==> config.mk <==
export PLATFORM = sky130hd
export DESIGN_NAME = ras_stack
export DESIGN_NICKNAME = d
export VERILOG_FILES = /design/src/rtl/ras_stack.sv
export SDC_FILE = /design/constraint.sdc
export NUM_CORES = 1
export LEC_CHECK = 0
export CAP_MARGIN = 20
export CORE_AREA = 8 8 194 196
export CTS_CLUSTER_SIZE = 16
export DETAILED_ROUTE_END_ITERATION = 6
export DIE_AREA = 0 0 202 204
export PLACE_DENSITY = 0.56
export SLEW_MARGIN = 5
export SYNTH_ARGS = -nofsm -noshare
export SYNTH_HDL_FRONTEND = slang
export SYNTH_SLANG_ARGS = --single-unit
==> constraint.sdc <==
create_clock -name CLK -period 5.7 [get_ports CLK]
set_clock_uncertainty 0.2 [all_clocks]
set_input_delay 0.855 -clock CLK [delete_from_list [all_inputs] [get_ports CLK]]
set_output_delay 0.855 -clock CLK [all_outputs]
set_load 0.02 [all_outputs]
==> src/rtl/ras_stack.sv <==
// rtl/ras_stack.sv - circular return-address stack with checkpoint restore
module ras_stack #(
  parameter int RAS_ENTRIES      = 8,
  parameter int LOG_RAS_ENTRIES  = $clog2(RAS_ENTRIES),
  parameter int RAS_TARGET_WIDTH = 31
) (
  input  logic                        CLK,
  input  logic                        nRST,
  input  logic                        link_valid,
  input  logic [RAS_TARGET_WIDTH-1:0] link_target,
  input  logic                        ret_valid,
  output logic [RAS_TARGET_WIDTH-1:0] ret_target,
  output logic [LOG_RAS_ENTRIES-1:0]  ras_index,
  output logic [LOG_RAS_ENTRIES:0]    ras_count,
  output logic                        ras_empty,
  input  logic                        restore_valid,
  input  logic [LOG_RAS_ENTRIES-1:0]  restore_index,
  input  logic [LOG_RAS_ENTRIES:0]    restore_count
);

  localparam logic [LOG_RAS_ENTRIES:0]   MAX_COUNT = (LOG_RAS_ENTRIES+1)'(RAS_ENTRIES);
  localparam logic [LOG_RAS_ENTRIES:0]   CNT_ONE   = 1;
  localparam logic [LOG_RAS_ENTRIES-1:0] PTR_ONE   = 1;

  logic [RAS_TARGET_WIDTH-1:0] entry_q [RAS_ENTRIES];
  logic [LOG_RAS_ENTRIES-1:0]  ptr_q, ptr_d;
  logic [LOG_RAS_ENTRIES:0]    count_q, count_d;
  logic                        wr_en;
  logic [LOG_RAS_ENTRIES-1:0]  wr_idx;

  always_comb begin
    ptr_d   = ptr_q;
    count_d = count_q;
    wr_en   = 1'b0;
    wr_idx  = ptr_q;
    if (restore_valid) begin
      ptr_d   = restore_index;
      count_d = (restore_count > MAX_COUNT) ? MAX_COUNT : restore_count;
    end else if (link_valid && ret_valid) begin
      // Call and return together replace the top entry in place.
      wr_en = 1'b1;
      if (count_q == '0) count_d = CNT_ONE;
    end else if (link_valid) begin
      wr_en  = 1'b1;
      wr_idx = ptr_q + PTR_ONE;
      ptr_d  = ptr_q + PTR_ONE;
      if (count_q != MAX_COUNT) count_d = count_q + CNT_ONE;
    end else if (ret_valid && (count_q != '0)) begin
      ptr_d   = ptr_q - PTR_ONE;
      count_d = count_q - CNT_ONE;
    end
  end

  always_ff @(posedge CLK) begin
    if (!nRST) begin
      ptr_q   <= '0;
      count_q <= '0;
      for (int i = 0; i < RAS_ENTRIES; i++) entry_q[i] <= '0;
    end else begin
      ptr_q   <= ptr_d;
      count_q <= count_d;
      if (wr_en) entry_q[wr_idx] <= link_target;
    end
  end

  assign ret_target = entry_q[ptr_q];
  assign ras_index  = ptr_q;
  assign ras_count  = count_q;
  assign ras_empty  = (count_q == '0);

endmodule
==> results of run 1 <==
-- final timing paths --
path                                    from        endpoint  cells after the start
worst max-delay path                register  ret_target[15]                      4
worst min-delay path            ras_count[3]    ras_count[3]                      2
worst max register to register  ras_index[0]  entry_q[0][17]                      6
worst min register to register  ras_count[3]    ras_count[3]                      2
-- kinds of logic (layout without fill, tap and decap cells) --
family                   after synthesis  after routing  share of synthesized area (%)
AO/OA/AOI/OAI                         32             32                          1.708
XOR/XNOR                               3              3                         0.2829
adder cells (fa/ha/maj)                7              7                         0.7961
buffers and inverters                 53            161                          2.629
flip-flops                           258            258                          64.03
multiplexers                          99             99                          15.16
AND/OR/NAND/NOR                      283            283                          15.40
-- cell type report --
class,instances,area (um2),area share (%)
Sequential cell,258,7654,53.83
Multi-Input combinational cell,424,4080,28.70
Timing Repair Buffer,100,1016,7.145
Clock buffer,37,755.7,5.315
Tap cell,461,576.8,4.057
Clock inverter,17,110.1,0.7744
Inverter,7,26.28,0.1848
-- power breakdown --
part	switching (uW)	internal, uW	total (uW)	leakage, uW
registers	39.1	2160	2200	0.00265
logic	286	262	548	0.00205
clock network	736	978	1710	0.000420
total	1060	3400	4460	0.00512
-- metal layers --
metal  wire length (um)  track usage (%)  part of all wire, %  vias up
met4                342            2.557                  1.2        0
met1              12440            17.90                   45     3195
met5                  0                0                    0        -
met3               1153            2.156                  4.2       22
li1                   -                -                    -     2910
met2              13730            23.32                   50      108
-- tightest hold or removal path, cell delays in order, from the launching register on --
cell and delay, ns:
dfxtp_1 0.37, nand2_1 0.08, mux2i_1 0.05
-- registers in the layout (all words and copies together) (netlist names), named ones only --
signal / cells
ras_count: 4
ras_index: 3
entry_q: 248
-- synth_stat cells, types with 2 or more instances --
cell type / number
and2_1: 250
nor2_8: 4
o21ai_0: 17
buf_2: 11
nand3b_1: 3
o211a_1: 2
clkbuf_2: 3
nor3_1: 3
buf_6: 13
nor3b_1: 2
dfxtp_1: 10
mux2_2: 31
mux2i_1: 5
nand2_1: 5
nor2b_1: 2
ha_1: 6
o311ai_0: 3
a21oi_1: 2
mux4_2: 62
o21bai_1: 2
edfxtp_1: 248
inv_1: 7
nor2_1: 3
clkbuf_1: 19
-- per-stage QoR --
stage | cell area (um2) | setup slack (ns) | util [%]
final | 14220 | 1.699 | 40.87
after global routing | 14220 | 1.581 | 40.87
after CTS | 14220 | 1.632 | 40.87
after detailed placement | 13350 | 1.356 | 38.38
after global placement | 13350 | 1.362 | 38.38
after floorplan | 11940 | 0.6265 | -
==> summary.txt, run 1 <==
Setup path
  – Critical path arrival: a little under 3 ns
  – Crit Path Class: register to output port
  – Max stage delay on crit path: around 0.74 ns
  – Worst path bufs/invs: 2
  – Critical-path maximum fanout: 62
  – Critical path, cell by cell: buf_4 -> mux4_2 -> mux2_2 -> clkdlybuf4s50_1
  – R2R setup slack: 2.55 ns
  – CP endpoint kind: output port
  – Slowest CP cell: buf_4
  – CP Launch Type: register
  – CP required: 4.64 ns
  – Delay-heaviest family, CP: buffers and inverters

Die
  – Die area: between 40000 and 50000 um2
  – Die Y: about 200 um
  – Initial core utilization: between 30% and 40%
  – Die W: 202 um
  – Placeable Area: around 35000 um2
  – # IOs: 82
  – # rows: 69

Global route
  – Pin count of the biggest net entering global routing: 63
  – GRT Overall Usage: 13.51%
  – Initial antenna violation count: 0
  – Total grt overflow: 0
  – First-pass GRT wire length: 42700 um
  – Vias in the first global route: between 6000 and 7000

STA
  – F_max: 0.2499 GHz
  – Fin crit share: between 70% and 80%
  – Final Max Tran Viols: 0
  – Tmin final: 4.001 ns
  – RSZ-0062 raised after global routing: false
  – Final-report hold violation count: 0
  – Worst hold slack: between 0.3 and 0.4 ns
  – Worst Tran Pin Value: about 1.0 ns
  – Relative slew margins: between 30% and 40%
  – # setup viols final: 0
  – Setup TNS: 0 ns

Pwr
  – Pwr Total: around 4500 uW
  – Pwr dens: ~310 nW/um2
  – Peak supply drop: 0.0002163 V
  – Leakage: about 0.0051 uW

CTS
  – CTS Hold Buffers Added: 0
  – Clk sinks: 258
  – CTS max path bufs: 3
  – Root buf cell: clkbuf_16
  – Clock Latency Late Sink: 0.54 ns
  – CTS tree: done
  – Clock transition at the registers of the reported paths: 0.06 ns
  – Post-CTS sizing: 0
  – TritonCTS Buffers: 29
  – Post-CTS Setup Bufs: 0
  – H-tree depth: 1

Cells and area
  – Commonest non-fill, non-tap cells in the layout: and2_1 (250), edfxtp_1 (248), clkdlybuf4s50_1 (81)
  – Commonest non-fill, non-tap cell in the layout: and2_1
  – Filler Cell Count: 3164
  – Layout cells sized above 1: 21.12%
  – Final nets: 870
  – N_diodes: 0
  – Finished Layout Cells: 1304
  – Area grow syn2layout: 19.04%

Placed design
  – DP Cell Count: about 1300
  – Final HPWL DP: around 17000 um
  – Routability Congestion: slightly above 0.7
  – I/O Buffers: 81

Detailed routing
  – ANT nets after route: 0
  – Final wirelength: about 28000 um
  – DR vias/cell: between 4 and 5
  – Drt pass-1 iters: 5
  – Total vias in the final route: 6235
  – DR iter-0 viols: ~450
  – DRC Markers: 0
  – Wire length per cell: ~21 um

Yosys
  – Register bit total from synthesis: roughly 260
  – Synth Warn #: 0
  – Ys async rst share: 0%
  – Main synth FF type: edfxtp_1
  – Post-synth EDFFs: 248
  – Synth area leaders: edfxtp_1 (62%), and2_1 (13%), mux4_2 (12%)
  – Synthesized area: 11940 um2
  – Synth Instances: approximately 740
  – Mean post-synth cell area: 16.25 um2
  – Post-synth net total: 785
  – Yosys top cell by area: edfxtp_1
  – Post-synthesis cell type count: 46
  – Seq/Total Area, Yosys: 64.03%
  – Yosys top cell area share: between 60% and 70%

Run
  – MaxCap Viol Count: 0

Min path
  – Worst hold path class: register to register

Status
  – Status: finished, final reports clean
Note: power is estimated with default switching activity, not from simulation.
==> run 2: changes to the inputs <==
--- a/config.mk
+++ b/config.mk
@@ -10,7 +10,7 @@
 export CTS_CLUSTER_SIZE = 16
 export DETAILED_ROUTE_END_ITERATION = 6
 export DIE_AREA = 0 0 202 204
-export PLACE_DENSITY = 0.56
+export PLACE_DENSITY = 0.58
 export SLEW_MARGIN = 5
 export SYNTH_ARGS = -nofsm -noshare
 export SYNTH_HDL_FRONTEND = slang
==> constraint.sdc (replaced) <==
create_clock -name CLK -period 3.5 [get_ports CLK]
set_clock_uncertainty 0.2 [all_clocks]
set_input_delay 0.525 -clock CLK [delete_from_list [all_inputs] [get_ports CLK]]
set_output_delay 0.525 -clock CLK [all_outputs]
set_load 0.02 [all_outputs]
==> summary.txt, run 2 (synthesis results as in run 1) <==
Status
  – Status: finished, final reports clean

Global route
  – GRT Overall Usage: 13.18% (-0.32 points)
  – Initial antenna violation count: 2 (+2)
  – Total grt overflow: 0 (unchanged)
  – Vias in the first global route: 6830 (+0.44%)
  – First-pass GRT wire length: 41870 um (-1.9%)
  – Pin count of the biggest net entering global routing: 63 (unchanged)

STA
  – Fin crit share: a little over nine tenths
  – Final-report hold violation count: 0 (unchanged)
  – F_max: about 0.30 GHz
  – Tmin final: about 3.3 ns
  – # setup viols final: 0 (unchanged)
  – RSZ-0062 raised after global routing: false
  – Relative slew margins: 34.32% (+3.6 points)
  – Worst hold slack: 0.3544 ns (-0.0006330 ns)
  – Worst Tran Pin Value: 0.9842 ns (-0.05441 ns)
  – Final Max Tran Viols: 0 (unchanged)

Pwr
  – Peak supply drop: 0.0005000 V (+130%)
  – Switching pwr: 1748 uW (+65%)
  – P_int: 5729 uW (+68%)
  – Leakage: 0.005388 uW (+5.2%)
  – Clock Power Share: 39.5% (+1.1 points)
  – Gate power share: 12.7% (+0.4 points)
  – Sequential Power Share: 47.8% (-1.5 points)
  – Pwr Total: 7477 uW (+68%)
  – Pwr dens: 506.7 nW/um2 (+61%)
  – Sw Ratio: 23.38% (-0.38 points)

Die
  – Die area: 41210 um2 (unchanged)
  – Die Y: 204 um (unchanged)
  – Placeable Area: 34790 um2 (unchanged)
  – # IOs: 82 (unchanged)
  – Die W: 202 um (unchanged)
  – # rows: 69 (unchanged)
  – Initial core utilization: 34.33% (unchanged)

CTS
  – Root buf cell: clkbuf_16
  – TritonCTS Buffers: 29 (unchanged)
  – CTS max path bufs: 3 (unchanged)
  – Clk sinks: 258 (unchanged)
  – Clock Latency Late Sink: 0.53 ns (about the same)
  – CTS tree: done
  – CTS Hold Buffers Added: 0 (unchanged)
  – H-tree depth: 1 (unchanged)
  – Clock transition at the registers of the reported paths: 0.06 ns (about the same)

Detailed routing
  – ANT nets after route: 0 (unchanged)
  – DRC Markers: 0 (unchanged)
  – Final wirelength: 27320 um (-1.2%)
  – Drt pass-1 iters: 5 (unchanged)
  – Wire length per cell: 20.45 um (-3.6%)
  – Total vias in the final route: 6307 (+1.2%)
  – DR iter-0 viols: 345 (-23%)
  – DR vias/cell: 4.721 (-1.3%)

Cells and area
  – N_diodes: 0 (unchanged)
  – Largest register FFs: 248 (unchanged)
  – Most flops, register: entry_q
  – Layout cells sized above 1: 24.80% (+3.7 points)
  – Area grow syn2layout: 23.54%
  – Commonest non-fill, non-tap cell in the layout: and2_1
  – Filler Cell Count: 3110 (-1.7%)
  – Commonest non-fill, non-tap cells in the layout: and2_1 (250), edfxtp_1 (248), clkdlybuf4s50_1 (80)
  – Final nets: 903 (+3.8%)

Run
  – MaxCap Viol Count: 0 (unchanged)

Setup path
  – CP Launch Type: register
  – CP endpoint kind: output port
  – Crit Path Class: register to output port
  – Critical path arrival: 2.60 ns (-0.35 ns)
  – Critical-path maximum fanout: 21 (-66%)
  – CP required: 2.77 ns (-1.87 ns)

Placed design
  – Routability Congestion: 0.7275 (+0.79%)
  – Final HPWL DP: 17380 um (+5.0%)
  – I/O Buffers: 81 (unchanged)

Min path
  – Worst hold path class: register to register
==> run 2: timing repair <==
item,in CTS,in global routing
buffers inserted,1,0
endpoints found under the setup margin,20,0
gates resized for setup,2,0
==> run 2: power groups by stage <==
stage               clock network (uW)  logic [uW]  registers [uW]
finish                            2950         949            3580
global route                      3130        1020            3590
CTS                               3020         975            3580
detailed placement                   0         965            3650
global placement                     0         962            3640
floorplan                            0         520            3630
==> run 2: final timing paths <==
kind           startpoint             to  slack [ns]  depth (start not counted)
max              register  ret_target[8]        0.17                          4
min          ras_count[3]   ras_count[3]        0.35                          2
max reg2reg  ras_index[0]  entry_q[6][4]        0.68                          6
min reg2reg  ras_count[3]   ras_count[3]        0.35                          2
==> run 2: worst max-delay path, cell delays in order (launching register included) <==
cell and delay [ns]:
dfxtp_4 0.42, buf_12 0.24, mux4_2 0.56, mux2_2 0.30
clkdlybuf4s50_1 0.55
==> run 2: cell type report <==
class	count	area, um2	share of cell area, %
clock buffer	31	733.2	4.969
clock inverter	22	193.9	1.314
inverter	7	26.28	0.1781
multi-input combinational	424	4080	27.65
timing repair buffer	133	1491	10.11
sequential	258	7654	51.87
tap	461	576.8	3.909
==> run 2: layer usage <==
layer | wire, um | global-route usage, % | up-vias | part of all wire (%)
li1 | - | - | 2971 | -
met4 | 427 | 2.896 | 0 | 1.6
met1 | 12240 | 17.31 | 3210 | 45
met3 | 1098 | 2.140 | 30 | 4.0
met5 | 0 | 0 | - | 0
met2 | 13550 | 22.74 | 96 | 50
==> run 2: metrics by stage <==
stage          std cells  utilization [%]  setup TNS (ns)  setup slack (ns)  instance area, um2
6_report            1336            42.41               0            0.1727               14760
3_3_place_gp        1282            39.72               0            0.1079               13820
2_1_floorplan        735                -          -70.49           -0.7132               11950
5_1_grt             1336            42.41               0           0.07419               14760
4_1_cts             1336            42.41               0            0.1235               14760
3_5_place_dp        1282            39.72               0           0.08919               13820
